### config.mk
export PLATFORM = sky130hd
export DESIGN_NAME = serial_chunk_adder_flat
export DESIGN_NICKNAME = d
export VERILOG_FILES = /design/src/rtl/serial_chunk_adder_pkg.sv /design/src/rtl/serial_chunk_adder_if.sv /design/src/rtl/chunk_adder.sv /design/src/rtl/serial_chunk_adder.sv /design/src/flat_wrapper.sv
export SDC_FILE = /design/constraint.sdc
export NUM_CORES = 1
export LEC_CHECK = 0
export CAP_MARGIN = 20
export CORE_UTILIZATION = 28
export DETAILED_ROUTE_END_ITERATION = 12
export DONT_BUFFER_PORTS = 1
export HOLD_SLACK_MARGIN = 0.02
export SLEW_MARGIN = 40
export SYNTH_ARGS = -nofsm -noshare
export SYNTH_HDL_FRONTEND = slang
export SYNTH_SLANG_ARGS = --single-unit
### constraint.sdc
create_clock -name clk -period 6.08 [get_ports clk]
set_input_delay 1.216 -clock clk [delete_from_list [all_inputs] [get_ports clk]]
set_output_delay 1.216 -clock clk [all_outputs]
set_load 0.1 [all_outputs]
### src/rtl/serial_chunk_adder_pkg.sv
// Shared types for serial_chunk_adder: FSM state encoding and
// the helper that sizes the chunk index register.
package adder_pkg;

    typedef enum logic [1:0] {
        IDLE = 2'b00,
        BUSY = 2'b01,
        DONE = 2'b10
    } state_e;

    // Width of the chunk index; at least one bit even for NCHUNK=1.
    function automatic int idx_w(input int nchunk);
        return (nchunk > 1) ? $clog2(nchunk) : 1;
    endfunction

endpackage

### src/rtl/serial_chunk_adder_if.sv
// Operand/result handshake bundle for serial_chunk_adder.
// master: producer/consumer side; slave: the adder. Optional sub
// signal exists only when SERIAL_ADDER_SUB_EN is defined.
interface serial_chunk_adder_if #(
    parameter int WIDTH = 16
);
    logic             in_valid;
    logic             in_ready;
    logic [WIDTH-1:0] a;
    logic [WIDTH-1:0] b;
    logic             cin;
`ifdef SERIAL_ADDER_SUB_EN
    logic             sub;
`endif
    logic             out_valid;
    logic             out_ready;
    logic [WIDTH-1:0] sum;
    logic             cout;
    logic             ovf;

    modport master (
`ifdef SERIAL_ADDER_SUB_EN
        output sub,
`endif
        output in_valid, a, b, cin, out_ready,
        input  in_ready, out_valid, sum, cout, ovf
    );

    modport slave (
`ifdef SERIAL_ADDER_SUB_EN
        input  sub,
`endif
        input  in_valid, a, b, cin, out_ready,
        output in_ready, out_valid, sum, cout, ovf
    );

endinterface

### src/rtl/chunk_adder.sv
// CHUNK-bit combinational ripple adder of full-adder cells.
// Ports: a_i, b_i, c_i in; s_o sum, c_o carry out, cmsb_o carry into MSB.
module chunk_adder #(
    parameter int CHUNK = 4
) (
    input  logic [CHUNK-1:0] a_i,
    input  logic [CHUNK-1:0] b_i,
    input  logic             c_i,
    output logic [CHUNK-1:0] s_o,
    output logic             c_o,
    output logic             cmsb_o
);
    logic [CHUNK:0] c;

    assign c[0] = c_i;

    for (genvar i = 0; i < CHUNK; i++) begin : g_fa
        assign s_o[i]   = a_i[i] ^ b_i[i] ^ c[i];
        assign c[i+1]   = (a_i[i] & b_i[i]) | (c[i] & (a_i[i] ^ b_i[i]));
    end

    assign c_o    = c[CHUNK];
    assign cmsb_o = c[CHUNK-1];

endmodule

### src/rtl/serial_chunk_adder.sv
// Serial adder: sums two WIDTH-bit operands CHUNK bits per clock,
// rippling carry through a register; reports cout and signed ovf.
// Ports: clk, rst_n (async active-low), bus (serial_chunk_adder_if.slave).
// Macro SERIAL_ADDER_SUB_EN adds bus.sub for a - b.
module serial_chunk_adder
    import adder_pkg::*;
#(
    parameter int WIDTH = 16,
    parameter int CHUNK = 4
) (
    input  logic                 clk,
    input  logic                 rst_n,
    serial_chunk_adder_if.slave  bus
);
    localparam int NCHUNK = WIDTH / CHUNK;
    localparam int IW     = idx_w(NCHUNK);

    if (CHUNK < 1 || (WIDTH % CHUNK) != 0) begin : g_bad_cfg
        $error("serial_chunk_adder: WIDTH must be a multiple of CHUNK");
    end

    state_e           state_q;
    logic [IW-1:0]    idx_q;
    logic             carry_q;
    logic [WIDTH-1:0] a_q;
    logic [WIDTH-1:0] b_q;
    logic [WIDTH-1:0] sum_q;
    logic             cout_q;
    logic             ovf_q;

    logic [CHUNK-1:0] ca;
    logic [CHUNK-1:0] cb;
    logic [CHUNK-1:0] cs;
    logic             co;
    logic             cm;
    logic             last;

    assign ca   = a_q[int'(idx_q)*CHUNK +: CHUNK];
    assign cb   = b_q[int'(idx_q)*CHUNK +: CHUNK];
    assign last = (idx_q == IW'(NCHUNK - 1));

    chunk_adder #(.CHUNK(CHUNK)) u_chunk (
        .a_i    (ca),
        .b_i    (cb),
        .c_i    (carry_q),
        .s_o    (cs),
        .c_o    (co),
        .cmsb_o (cm)
    );

    always_ff @(posedge clk or negedge rst_n) begin
        if (!rst_n) begin
            state_q <= IDLE;
            idx_q   <= '0;
            carry_q <= 1'b0;
            a_q     <= '0;
            b_q     <= '0;
            sum_q   <= '0;
            cout_q  <= 1'b0;
            ovf_q   <= 1'b0;
        end else begin
            unique case (state_q)
                IDLE: begin
                    if (bus.in_valid) begin
                        a_q     <= bus.a;
`ifdef SERIAL_ADDER_SUB_EN
                        // a - b == a + ~b + 1; cin is ignored then
                        b_q     <= bus.sub ? ~bus.b : bus.b;
                        carry_q <= bus.sub | bus.cin;
`else
                        b_q     <= bus.b;
                        carry_q <= bus.cin;
`endif
                        idx_q   <= '0;
                        state_q <= BUSY;
                    end
                end
                BUSY: begin
                    sum_q[int'(idx_q)*CHUNK +: CHUNK] <= cs;
                    carry_q <= co;
                    idx_q   <= idx_q + 1'b1;
                    if (last) begin
                        cout_q  <= co;
                        ovf_q   <= cm ^ co;
                        state_q <= DONE;
                    end
                end
                DONE: begin
                    if (bus.out_ready) begin
                        state_q <= IDLE;
                    end
                end
                default: state_q <= IDLE;
            endcase
        end
    end

    assign bus.in_ready  = (state_q == IDLE);
    assign bus.out_valid = (state_q == DONE);
    assign bus.sum       = sum_q;
    assign bus.cout      = cout_q;
    assign bus.ovf       = ovf_q;

endmodule

### src/flat_wrapper.sv
// flat-port wrapper written by rule: the top's interface ports become plain ports
module serial_chunk_adder_flat import adder_pkg::*;
#(
    parameter int WIDTH = 16,
    parameter int CHUNK = 4
)
  (clk, rst_n, bus_in_valid, bus_a, bus_b, bus_cin, bus_out_ready, bus_in_ready, bus_out_valid, bus_sum, bus_cout, bus_ovf);
  serial_chunk_adder_if #(.WIDTH(WIDTH)) bus_i ();
  input  logic clk;
  input  logic rst_n;
  input wire logic [$bits(bus_i.in_valid)-1:0] bus_in_valid;
  input wire logic [$bits(bus_i.a)-1:0] bus_a;
  input wire logic [$bits(bus_i.b)-1:0] bus_b;
  input wire logic [$bits(bus_i.cin)-1:0] bus_cin;
  input wire logic [$bits(bus_i.out_ready)-1:0] bus_out_ready;
  output wire logic [$bits(bus_i.in_ready)-1:0] bus_in_ready;
  output wire logic [$bits(bus_i.out_valid)-1:0] bus_out_valid;
  output wire logic [$bits(bus_i.sum)-1:0] bus_sum;
  output wire logic [$bits(bus_i.cout)-1:0] bus_cout;
  output wire logic [$bits(bus_i.ovf)-1:0] bus_ovf;
  assign bus_i.in_valid = bus_in_valid;
  assign bus_i.a = bus_a;
  assign bus_i.b = bus_b;
  assign bus_i.cin = bus_cin;
  assign bus_i.out_ready = bus_out_ready;
  assign bus_in_ready = bus_i.in_ready;
  assign bus_out_valid = bus_i.out_valid;
  assign bus_sum = bus_i.sum;
  assign bus_cout = bus_i.cout;
  assign bus_ovf = bus_i.ovf;
  serial_chunk_adder #(.WIDTH(WIDTH), .CHUNK(CHUNK)) u_core (.clk(clk), .rst_n(rst_n), .bus(bus_i));
endmodule
[Word-level counts from Yosys, hierarchy flattened]
Cells that the tools add are included.
Word-level totals
  logic and storage cells: 56
  output and inout port bits: 20
  bits of input ports: 37
  bits in registers: 55
Cells by class
  muxes and demuxes: 9
  add/sub/neg operators: 2
  bitwise logic cells: 21
  equal/unequal tests: 6
  reduce and logical (&&, ||, !) cells: 6
  shift operators: 4
Operator list (count)
  $neg A4 Y33: 1
  $shift A4 B33 Y16 const A: 1
  $shiftx A4 B33 Y16: 1
  $shiftx A16 B5 Y4: 2
  $bwmux W16: 1
  $xor A1 B1 Y1: 9
  $and A1 B1 Y1: 8
  $mux W2: 4
  $pmux W2 S3: 1
  $reduce_and A2 Y1: 3
  $eq A2 B2 Y1 const B: 2
  $ne A2 B2 Y1 const B: 2
  $or A1 B1 Y1: 4
  $pmux W2 S2: 1
  $reduce_and A3 Y1: 1
  $add A2 B1 Y2 const B: 1
  $eq A2 B1 Y1 const B: 1
  $logic_not A2 Y1: 1
  $ne A2 B1 Y1 const B: 1
  $pmux W1 S2: 1
  $reduce_bool A2 Y1: 1
  $mux W1: 1

[Depth between registers and ports, before layout]
Gate-level depths: netlist (run 1).
  word-level depth: 11
  depth in mapped cells: 11
  gate-level depth less buffers: 9

[Hierarchy]
A second synthesis (run 1) with hierarchy kept.
Unflattened totals
  cells, all modules: 179
  area, all modules: 2700.1 µm²
Modules (own cells, without submodules)
  serial_chunk_adder: cells an instance 167, instances 1, area each 2590.0 µm², seq. area each 1376.3 µm²
  chunk_adder: cells an instance 12, instances 1, area each 110.1 µm², seq. area each 0.0 µm²

[Worst setup path before layout (run 1)]
Ideal clock, no wire load.
  kind: reg2reg
  start point: register u_core.idx_q[0]
  end point: register u_core.sum_q[7], in the netlist u_core.bus.sum[7]
  setup time: 0.125 ns
  data required time: 5.955 ns
  arrival: 2.973 ns
  stages on the path, launching flop included: 12
  clock period less this slack: 3.099 ns
  path buffers: 2
  setup slack: 2.981 ns
  path through: dfrtp_1 buf_2 buf_6 mux4_2 fa_1 inv_1 fa_1 fa_1 inv_1 fa_1 and4b_1 mux2_2
On the way
  word-level cells in the longest chain between the ends: 11
  elaborated cells between the ends (all ways): 23
  classes of those cells: add/sub: 1; shift: 4; mux: 1; bitwise: 17
RTL lines
  start: declaration: RTL line serial_chunk_adder.sv:23  | logic [IW-1:0] idx_q;
  start signal: assignment: RTL line serial_chunk_adder.sv:81  | idx_q <= idx_q + 1'b1;
  $shiftx A16 B5 Y4, on equally long branches: RTL line serial_chunk_adder.sv:38, serial_chunk_adder.sv:39
  $xor A1 B1 Y1: RTL line chunk_adder.sv:18, chunk_adder.sv:19
  $and A1 B1 Y1: RTL line chunk_adder.sv:19  | assign c[i+1] = (a_i[i] & b_i[i]) | (c[i] & (a_i[i] ^ b_i[i]));
  $or A1 B1 Y1: RTL line chunk_adder.sv:19
  $and A1 B1 Y1: RTL line chunk_adder.sv:19
  $or A1 B1 Y1: RTL line chunk_adder.sv:19
  $and A1 B1 Y1: RTL line chunk_adder.sv:19
  $or A1 B1 Y1: RTL line chunk_adder.sv:19
  $xor A1 B1 Y1: RTL line chunk_adder.sv:18  | assign s_o[i] = a_i[i] ^ b_i[i] ^ c[i];
  $shiftx A4 B33 Y16: RTL line serial_chunk_adder.sv:79  | sum_q[int'(idx_q)*CHUNK +: CHUNK] <= cs;
  $bwmux W16 *: RTL line serial_chunk_adder.sv:79
  end signal: indexed assignment: RTL line serial_chunk_adder.sv:79
  end: declaration: RTL line serial_chunk_adder.sv:27  | logic [WIDTH-1:0] sum_q;
Every way passes the cells marked *; elsewhere a longest branch is shown, timed or not.
A chain may end at the register's enable or synchronous reset.

[Final worst setup path (run 1)]
Same ends and word-level chain as after synthesis.

==> results of run 1 <==
-- final cells by class --
type	instances	area share, %
Clock buffer	5	2.35
Clock inverter	3	1.49
Inverter	9	1.15
Multi-Input combinational cell	104	41.3
Sequential cell	55	47.5
Tap cell	129	5.50
Timing Repair Buffer	3	0.640
-- registers in the layout (all words and copies together), names as in the netlist --
name and flops:
u_core.state_q 2, u_core.carry_q 1, u_core.bus.cout 1, u_core.a_q 16, u_core.b_q 16, u_core.bus.ovf 1
u_core.bus.sum 16, u_core.idx_q 2
-- routing by layer --
layer	GRT usage (%)	vias to the layer above	share of wire, %
met5	0	-	0
met4	3.68	0	1.0
met3	4.94	4	8.4
met2	17.5	44	47
met1	14.8	737	43
li1	-	651	-
-- logic make-up after synthesis --
| kind of cell | share of synthesized area, % |
|---|---|
| fa+ha+maj | 5.76 |
| compound gates | 3.02 |
| mux | 26.3 |
| flops | 51.1 |
| simple gates | 9.34 |
| xor+xnor | 0.325 |
| buf+inv | 4.14 |
-- cells in the final DEF (no fill, tap or decap), drive strengths merged --
cell type / synthesis / layout
and4b: 2 / 2
nand3b: 4 / 4
nor2: 1 / 1
or4b: 1 / 1
ha: 6 / 6
nor2b: 3 / 3
mux4: 8 / 8
mux2: 46 / 46
xnor2: 1 / 1
o21ai: 1 / 1
buf: 9 / 2
nor4b: 4 / 4
fa: 4 / 4
o221a: 1 / 1
o31ai: 1 / 1
mux2i: 1 / 1
o21ba: 1 / 1
a32o: 4 / 4
nand2b: 2 / 2
dfrtp: 55 / 55
inv: 9 / 9
nor4bb: 6 / 6
o21bai: 1 / 1
and3b: 2 / 2
clkbuf: 2 / 6
nor3b: 2 / 2
clkinv: 0 / 2
bufinv: 0 / 1
and2: 2 / 2
-- worst min-delay path by stage --
stage / from / endpoint
after global routing: u_core.b_q[6] / u_core.b_q[6]
after floorplan: u_core.a_q[15] / u_core.a_q[15]
after detailed placement: u_core.a_q[15] / u_core.a_q[15]
after global placement: u_core.a_q[6] / u_core.a_q[6]
final: u_core.a_q[15] / u_core.a_q[15]
after CTS: u_core.a_q[15] / u_core.a_q[15]
-- through the flow --
stage / setup WS (ns) / hold slack [ns]
floorplan: 2.98 / 0.453
global placement: 3.05 / 0.491
detailed placement: 2.97 / 0.489
CTS: 2.95 / 0.513
global route: 2.78 / 0.533
finish: 2.95 / 0.509
==> impl_results.md, run 1 <==
- Status: finished clean
- Final Cell Area: 2930 µm²
- Slew @ Worst Pin: 0.889 ns
- Crit path capture type: register
- Post-DP HPWL: 3950 µm
- Top cells by area, synth: dfrtp_1 51%, mux2_2 18%, mux4_2 6.7%
- Critical path's most frequent cell: fa_1
- Worst flop-to-flop path startpoint: u_core.idx_q[0]
- Antenna Cells: 0
- Top cell type's share of synthesized area: 51.1%
- Max stage delay cell, worst path: fa_1
- GR Overflow Total: 0
- Post-synth top cells: 55 x dfrtp_1, 43 x mux2_2, 9 x inv_1
- Vias: 1,436
- CP Max Fanout: 23
- Gr usage total: 11.5%
- Worst path arrival time: 3.32 ns
- Post-Syn Nets: 226
- Maximum buffer depth of the clock tree: 2
- Skew final: 0.00558 ns
- Starting density of the core: 29.0%
- Setup_tns: 0 ns
- Vias in the first global route: 1,553
- Yosys top cell by area: dfrtp_1
- Critical path type: reg2reg
- Worst Setup EP: u_core.bus.sum[7]
- NumNets Final: 225
- Cells after DPL: 299
- Relative slew margins: 40.7%
- Final WL: 5320 µm
- Crit start category: register
- Row count: 35
- Ys Warns: 0
- CTS tree: yes
- Slowest stage delay, CP: 0.47 ns
- Hold Fails Final Rpt: 0
- Critical Path RT: 6.28 ns
- Max_cap viols: 0
- #FFs+latches synth: 55
- Drt drc: 0
- Multi-input combinational cell area: 1210 µm²
- Share of synthesized flip-flops with an asynchronous set or reset: 100%
- WHS Path Cells: 1
- RD Place Congestion: 0.705
- Post-DR wirelength/cell: 17.3 µm
- Clock transition at the registers of the reported paths: 0.10 ns
- Root buffer cell: clkbuf_8
- IO Pins: 57
- Crit path launch: u_core.idx_q[0]
- H-tree lvl count: 2
- Antenna violations before repair: 0
- Die Area: 10,000 µm²
- Tcrit/Tclk final: 51.4%
- Die H: 100 µm
- Delay-heaviest family, CP: adder cells
- Clock net sink count: 55
- Crit path cell chain: buf_4 -> mux4_2 -> inv_1 -> fa_1 -> fa_1 -> inv_1 -> fa_1 -> and4b_1 -> mux2_2
- TritonRoute pass-1 iters: 4
- Worst path bufs/invs: 3
- Mapped cell area: 2690 µm²
- RSZ-0062 raised after global routing: false
- Ys flop type: dfrtp_1
- CP Depth: 9
- Cts hold-fix bufs: 0
- Layout cells sized above 1: 45.8%
- Area delta synth->final: 8.97%
- First-pass GRT wire length: 8570 µm
- Port-buffer cells: 0
- Drt initial violations: 25
- Syn avg cell area: 15.0 µm²
- Max Clock Freq: 320 MHz
- Final std cells w/o fill: 308
- Post-DP Area: 2810 µm²
- FF-to-FF End: u_core.bus.sum[7]
- EDFF count, synth: 0
- Yosys cell types: 30
- FF-to-FF path depth: 9
- Seq. cell area: 1400 µm²
- Post-layout util: 31.6%
- Setup-failing EPs final: 0
- Worst skew pair latency: 0.31 ns
- Num CTS Buffers: 5
- Post-CTS setup buffer count: 0
- Min-delay worst type: reg2reg
- Die X: 100 µm
- Slew Limit Fails: 0
- Synthesized instance count: 179
- Number of fill cells in the layout: 952
- R2R setup slack: 2.95 ns
- Core area: 9280 µm²
- Vias per Instance: 4.66
- Final min period: 3.13 ns
- Count leader, synth: dfrtp_1
- Register area share after synthesis: 51.1%
- Largest net degree at the start of global routing: 56
- PostCTS Resize Cnt: 0
- Post-route ant nets: 0
Power of run 1 is not shown: default switching activity piles up to over one toggle a cycle in this logic, so the estimate is an artifact.
==> inputs of run 2 (changes only) <==
==> constraint.sdc (replaced) <==
create_clock -name clk -period 2.55 [get_ports clk]
set_input_delay 0.51 -clock clk [delete_from_list [all_inputs] [get_ports clk]]
set_output_delay 0.51 -clock clk [all_outputs]
set_load 0.1 [all_outputs]
==> run 2 against run 1 <==
Against the previous run:
- the flow now finishes with violations (setup timing)
- die area is the same
- wire length is 8.4% higher
- global-route usage grew 0.54 points
- core utilization is 2.4 points higher
- final cell count up 6.2%
- worst hold slack got worse by 0.46 ns
- clock skew decreased by 0.00078 ns
- register-to-register slack got worse by 3.3 ns
- largest cell class unchanged
- first-iteration DRC count rose by 84%
==> impl_results.md, run 2 (synthesis gave the netlist of run 1 again) <==
- Worst skew pair latency: 0.31 ns
- NumNets Final: 244
- Final std cells w/o fill: 327
- Commonest non-fill, non-tap cell in the layout: mux2_2
- Layout cells sized above 1: 58.6%
- Num CTS Buffers: 5
- Crit start category: register
- Drt drc: 0
- Antenna violations before repair: 0
- Drt initial violations: 46
- Root buffer cell: clkbuf_8
- Post-DR wirelength/cell: 17.6 µm
- TritonRoute pass-1 iters: 4
- Gr usage total: 12.0%
- Row count: 35
- Post-DP Area: 2930 µm²
- Vias in the first global route: 1,625
- Final min period: 2.85 ns
- Setup-failing EPs final: 11
- Worst setup margin: -0.302 ns
- Cells after DPL: 313
- Critical Path RT: 2.75 ns
- RSZ-0062 raised after global routing: true
- Largest net degree at the start of global routing: 56
- Die H: 100 µm
- Skew final: 0.00479 ns
- Crit path capture type: register
- Slew Limit Fails: 0
- RD Place Congestion: 0.724
- Min-delay worst type: in2async
- Status: complete, but fails checks
- Starting density of the core: 29.0%
- Most frequent cells in the layout: 39 x mux2_2, 37 x dfrtp_1, 19 x buf_4, 18 x dfrtp_2, 8 x mux4_2
- Die X: 100 µm
- Final WL: 5770 µm
- Relative slew margins: 41.1%
- Die Area: 10,000 µm²
- GR Overflow Total: 0
- Antenna Cells: 0
- Vias per Instance: 4.65
- Slew @ Worst Pin: 0.884 ns
- Clock net sink count: 55
- CTS tree: yes
- Failing checks: setup timing
- Hold Fails Final Rpt: 0
- Max Clock Freq: 351 MHz
- Maximum buffer depth of the clock tree: 2
- Tcrit/Tclk final: 112%
- Post-route ant nets: 0
- Vias: 1,520
- Area delta synth->final: 17.2%
- Max_cap viols: 0
- Worst path arrival time: 3.05 ns
- First-pass GRT wire length: 9040 µm
- Final Cell Area: 3160 µm²
- Post-DP HPWL: 4080 µm
- Clock transition at the registers of the reported paths: 0.10 ns
- Port-buffer cells: 0
- IO Pins: 57
- DP Worst Slack: -0.325 ns
- Critical path type: reg2reg
- CP Max Fanout: 4
- Core area: 9280 µm²
- H-tree lvl count: 2
==> run 2: cell count changes in the layout (fill, tap and decap cells not counted), moves of 3 or more <==
cell / delta
fa_2: +4
fa_1: -4
nor4b_1: -3
mux2_4: +4
mux2_2: -4
dfrtp_1: -3
nor4b_2: +3
dfrtp_2: +3
buf_4: +17
==> run 2: repair_timing <==
action,4_1_cts,5_1_grt
setup buffers,3,2
endpoints found under the setup margin,10,14
hold buffers,1,0
pin swaps,1,1
gates cloned,0,0
resized for setup,2,11
hold endpoints to repair,55,0
==> run 2: critical path: stages, from the launching register on <==
cell     delay (ns)
dfrtp_2        0.42
mux4_2         0.53
fa_2           0.38
inv_2          0.06
fa_2           0.20
fa_2           0.21
inv_2          0.04
fa_2           0.45
and4b_1        0.21
mux2_4         0.25
==> run 2: final timing paths <==
| kind | from | endpoint | slack (ns) | cells past startpoint |
|---|---|---|---|---|
| worst max-delay path | u_core.idx_q[0] | u_core.bus.sum[7] | -0.30 | 9 |
| worst min-delay path | rst_n | u_core.a_q[1] | 0.05 | 1 |
| worst max register to register | u_core.idx_q[0] | u_core.bus.sum[7] | -0.30 | 9 |
| worst min register to register | u_core.b_q[13] | u_core.b_q[13] | 0.50 | 1 |
| max in group asynchronous | rst_n | u_core.idx_q[0] | 2.24 | 1 |
| min in group clk | bus_out_ready | u_core.state_q[1] | 0.30 | 1 |
==> run 2: final cells by class <==
cell class                 instances  area, µm²
clock inverter                     3       20.0
timing repair buffer              22        193
sequential                        55       1400
fill                             935       6130
clock buffer                       5       68.8
multi-input combinational        104       1280
tap                              129        161
inverter                           9       33.8
==> run 2: stage by stage <==
stage               TNS (ns)  hold slack, ns  util, %
finish                 -1.61          0.0537     34.0
global route           -2.73          0.0596     34.0
CTS                    -1.94          0.0549     33.2
detailed placement     -1.74           0.216     31.5
global placement       -1.08           0.216     31.4
floorplan              -2.66           0.214        -
==> run 2: routing by layer <==
metal / track usage [%] / wire length (µm)
met3: 4.18 / 359
met5: 0 / 0
met2: 19.0 / 2780
met1: 15.7 / 2580
met4: 3.34 / 54
Power of run 2 is left out for the same reason.
==> inputs of run 3 (changes only) <==
--- a/config.mk
+++ b/config.mk
@@ -6,10 +6,11 @@
 export NUM_CORES = 1
 export LEC_CHECK = 0
 export CAP_MARGIN = 20
-export CORE_UTILIZATION = 28
+export CORE_UTILIZATION = 56
 export DETAILED_ROUTE_END_ITERATION = 12
 export DONT_BUFFER_PORTS = 1
 export HOLD_SLACK_MARGIN = 0.02
+export PLACE_DENSITY = 0.74
 export SLEW_MARGIN = 40
 export SYNTH_ARGS = -nofsm -noshare
 export SYNTH_HDL_FRONTEND = slang
==> run 3 against run 2 <==
Against the previous run:
- the flow finishes with violations (DRC, setup timing)
- register-to-register slack about the same
- worst hold slack worse by 0.019 ns
- global-route usage up 8.7 points
- die area down 49%
- flip-flop and latch count unchanged
- critical path type unchanged
- worst setup slack better by 0.012 ns
- cell area down 4.1%
- critical endpoint unchanged
- wire length down 17%
- sequential share of layout area up 1.9 points
- fmax up 0.44%
==> impl_results.md, run 3 (synthesis gave the netlist of run 1 again) <==
- Status: complete, but fails checks
- Failing checks: DRC, setup timing
- Crit path capture type: register
- Area delta synth->final: 12.4%
- Number of fill cells in the layout: 346
- Hold Fails Final Rpt: 0
- H-tree lvl count: 2
- Tcrit/Tclk final: 111%
- Max stage delay cell, worst path: mux4_2
- Vias per Instance: 6.09
- CTS tree: yes
- Maximum buffer depth of the clock tree: 2
- First-pass GRT wire length: 7980 µm
- Slew Limit Fails: 0
- Vias in the first global route: 1,669
- Vias: 1,493
- Worst skew pair latency: 0.31 ns
- Slowest stage delay, CP: 0.53 ns
- Crit start category: register
- Skew final: 0.0106 ns
- Most frequent cells in the layout: 39 x mux2_2, 37 x dfrtp_1, 18 x dfrtp_2, 16 x buf_4, 8 x mux4_2
- Crit path cell chain: mux4_2 -> fa_2 -> inv_2 -> fa_2 -> fa_2 -> inv_2 -> fa_2 -> and4b_1 -> mux2_4
- Final std cells w/o fill: 245
- CP Max Fanout: 5
- Relative slew margins: 40.5%
- Antenna Cells: 0
- Critical Path RT: 2.74 ns
- Max Clock Freq: 352 MHz
- FF-to-FF path depth: 9
- Die H: 71.3 µm
- Layout cells sized above 1: 57.0%
- Gr usage total: 20.8%
- Final min period: 2.84 ns
- Post-CTS setup buffer count: 0
- Row count: 24
- Core area: 4470 µm²
- CP Depth: 9
- Delay-heaviest family, CP: adder cells
- Post-DR wirelength/cell: 19.6 µm
- Root buffer cell: clkbuf_8
- Worst setup margin: -0.290 ns
- Num CTS Buffers: 5
- Commonest non-fill, non-tap cell in the layout: mux2_2
- Antenna violations before repair: 0
- Min-delay worst type: in2async
- Multi-input combinational cell area: 1290 µm²
- Port-buffer cells: 0
- Drt drc: 3
- Slew @ Worst Pin: 0.892 ns
- Drt initial violations: 65
- Critical path type: reg2reg
- Clock transition at the registers of the reported paths: 0.10 ns
- IO Pins: 57
- Post-layout util: 67.6%
- Max_cap viols: 0
- Setup-failing EPs final: 8
- Critical path's most frequent cell: fa_2
- Clock net sink count: 55
- RSZ-0062 raised after global routing: true
- GR Overflow Total: 0
- Seq. cell area: 1400 µm²
- FF-to-FF End: u_core.bus.sum[7]
- TritonRoute pass-1 iters: 11
- Post-route ant nets: 0
- Post-DP HPWL: 3610 µm
- Starting density of the core: 60.2%
- NumNets Final: 239
- Worst path arrival time: 3.03 ns
- Worst flop-to-flop path startpoint: u_core.idx_q[0]
- R2R setup slack: -0.29 ns
- RD Place Congestion: 0.736
- Largest net degree at the start of global routing: 56
- Die X: 71.3 µm
- Final WL: 4810 µm
- Die Area: 5090 µm²
- Cells after DPL: 236
- Worst path bufs/invs: 2
## run 3: cell types whose count changed in the layout (fill, tap and decap cells not counted), sizes merged
cell      change
clkbuf        +2
buf           -5
clkinvlp      -2
## run 3: area by class of cell
class,instances,area share (%)
sequential,55,46.2
multi-input combinational,104,42.6
timing repair buffer,17,4.88
clock buffer,7,2.85
tap,52,2.15
inverter,9,1.12
clock inverter,1,0.165
## run 3: worst max-delay path by stage
stage | start | end | slack (ns)
2_1_floorplan | u_core.idx_q[0] | u_core.bus.sum[7] | -0.43
3_3_place_gp | u_core.idx_q[0] | u_core.bus.sum[7] | -0.25
3_5_place_dp | u_core.idx_q[0] | u_core.bus.sum[3] | -0.39
4_1_cts | u_core.idx_q[0] | u_core.bus.sum[3] | -0.30
5_1_grt | u_core.idx_q[0] | u_core.bus.sum[7] | -0.40
6_report | u_core.idx_q[0] | u_core.bus.sum[7] | -0.29
## run 3: stage by stage
step                      setup WS, ns  setup TNS [ns]  hold WS, ns  cell area, µm²
final                           -0.290           -1.32       0.0343            3030
after global routing            -0.399           -2.49       0.0488            3030
after CTS                       -0.300           -1.49       0.0539            2960
after detailed placement        -0.388           -1.98        0.216            2820
after global placement          -0.251           -1.13        0.216            2820
after floorplan                 -0.429           -2.66        0.214            2720
## run 3: repair_timing
| item | in CTS | in global routing |
|---|---|---|
| endpoints found under the hold margin | 55 | 0 |
| setup endpoints to repair | 11 | 11 |
| hold buffers | 1 | 0 |
| gates cloned | 0 | 0 |
| resized for setup | 4 | 8 |
| pin swaps | 1 | 1 |
## run 3: metal layers
layer	routed length [µm]	vias up	GRT usage [%]
li1	-	677	-
met1	1980	767	24.4
met2	2500	44	36.7
met3	278	5	6.05
met4	55	0	6.67
met5	0	-	0
Power of run 3 is left out for the same reason.
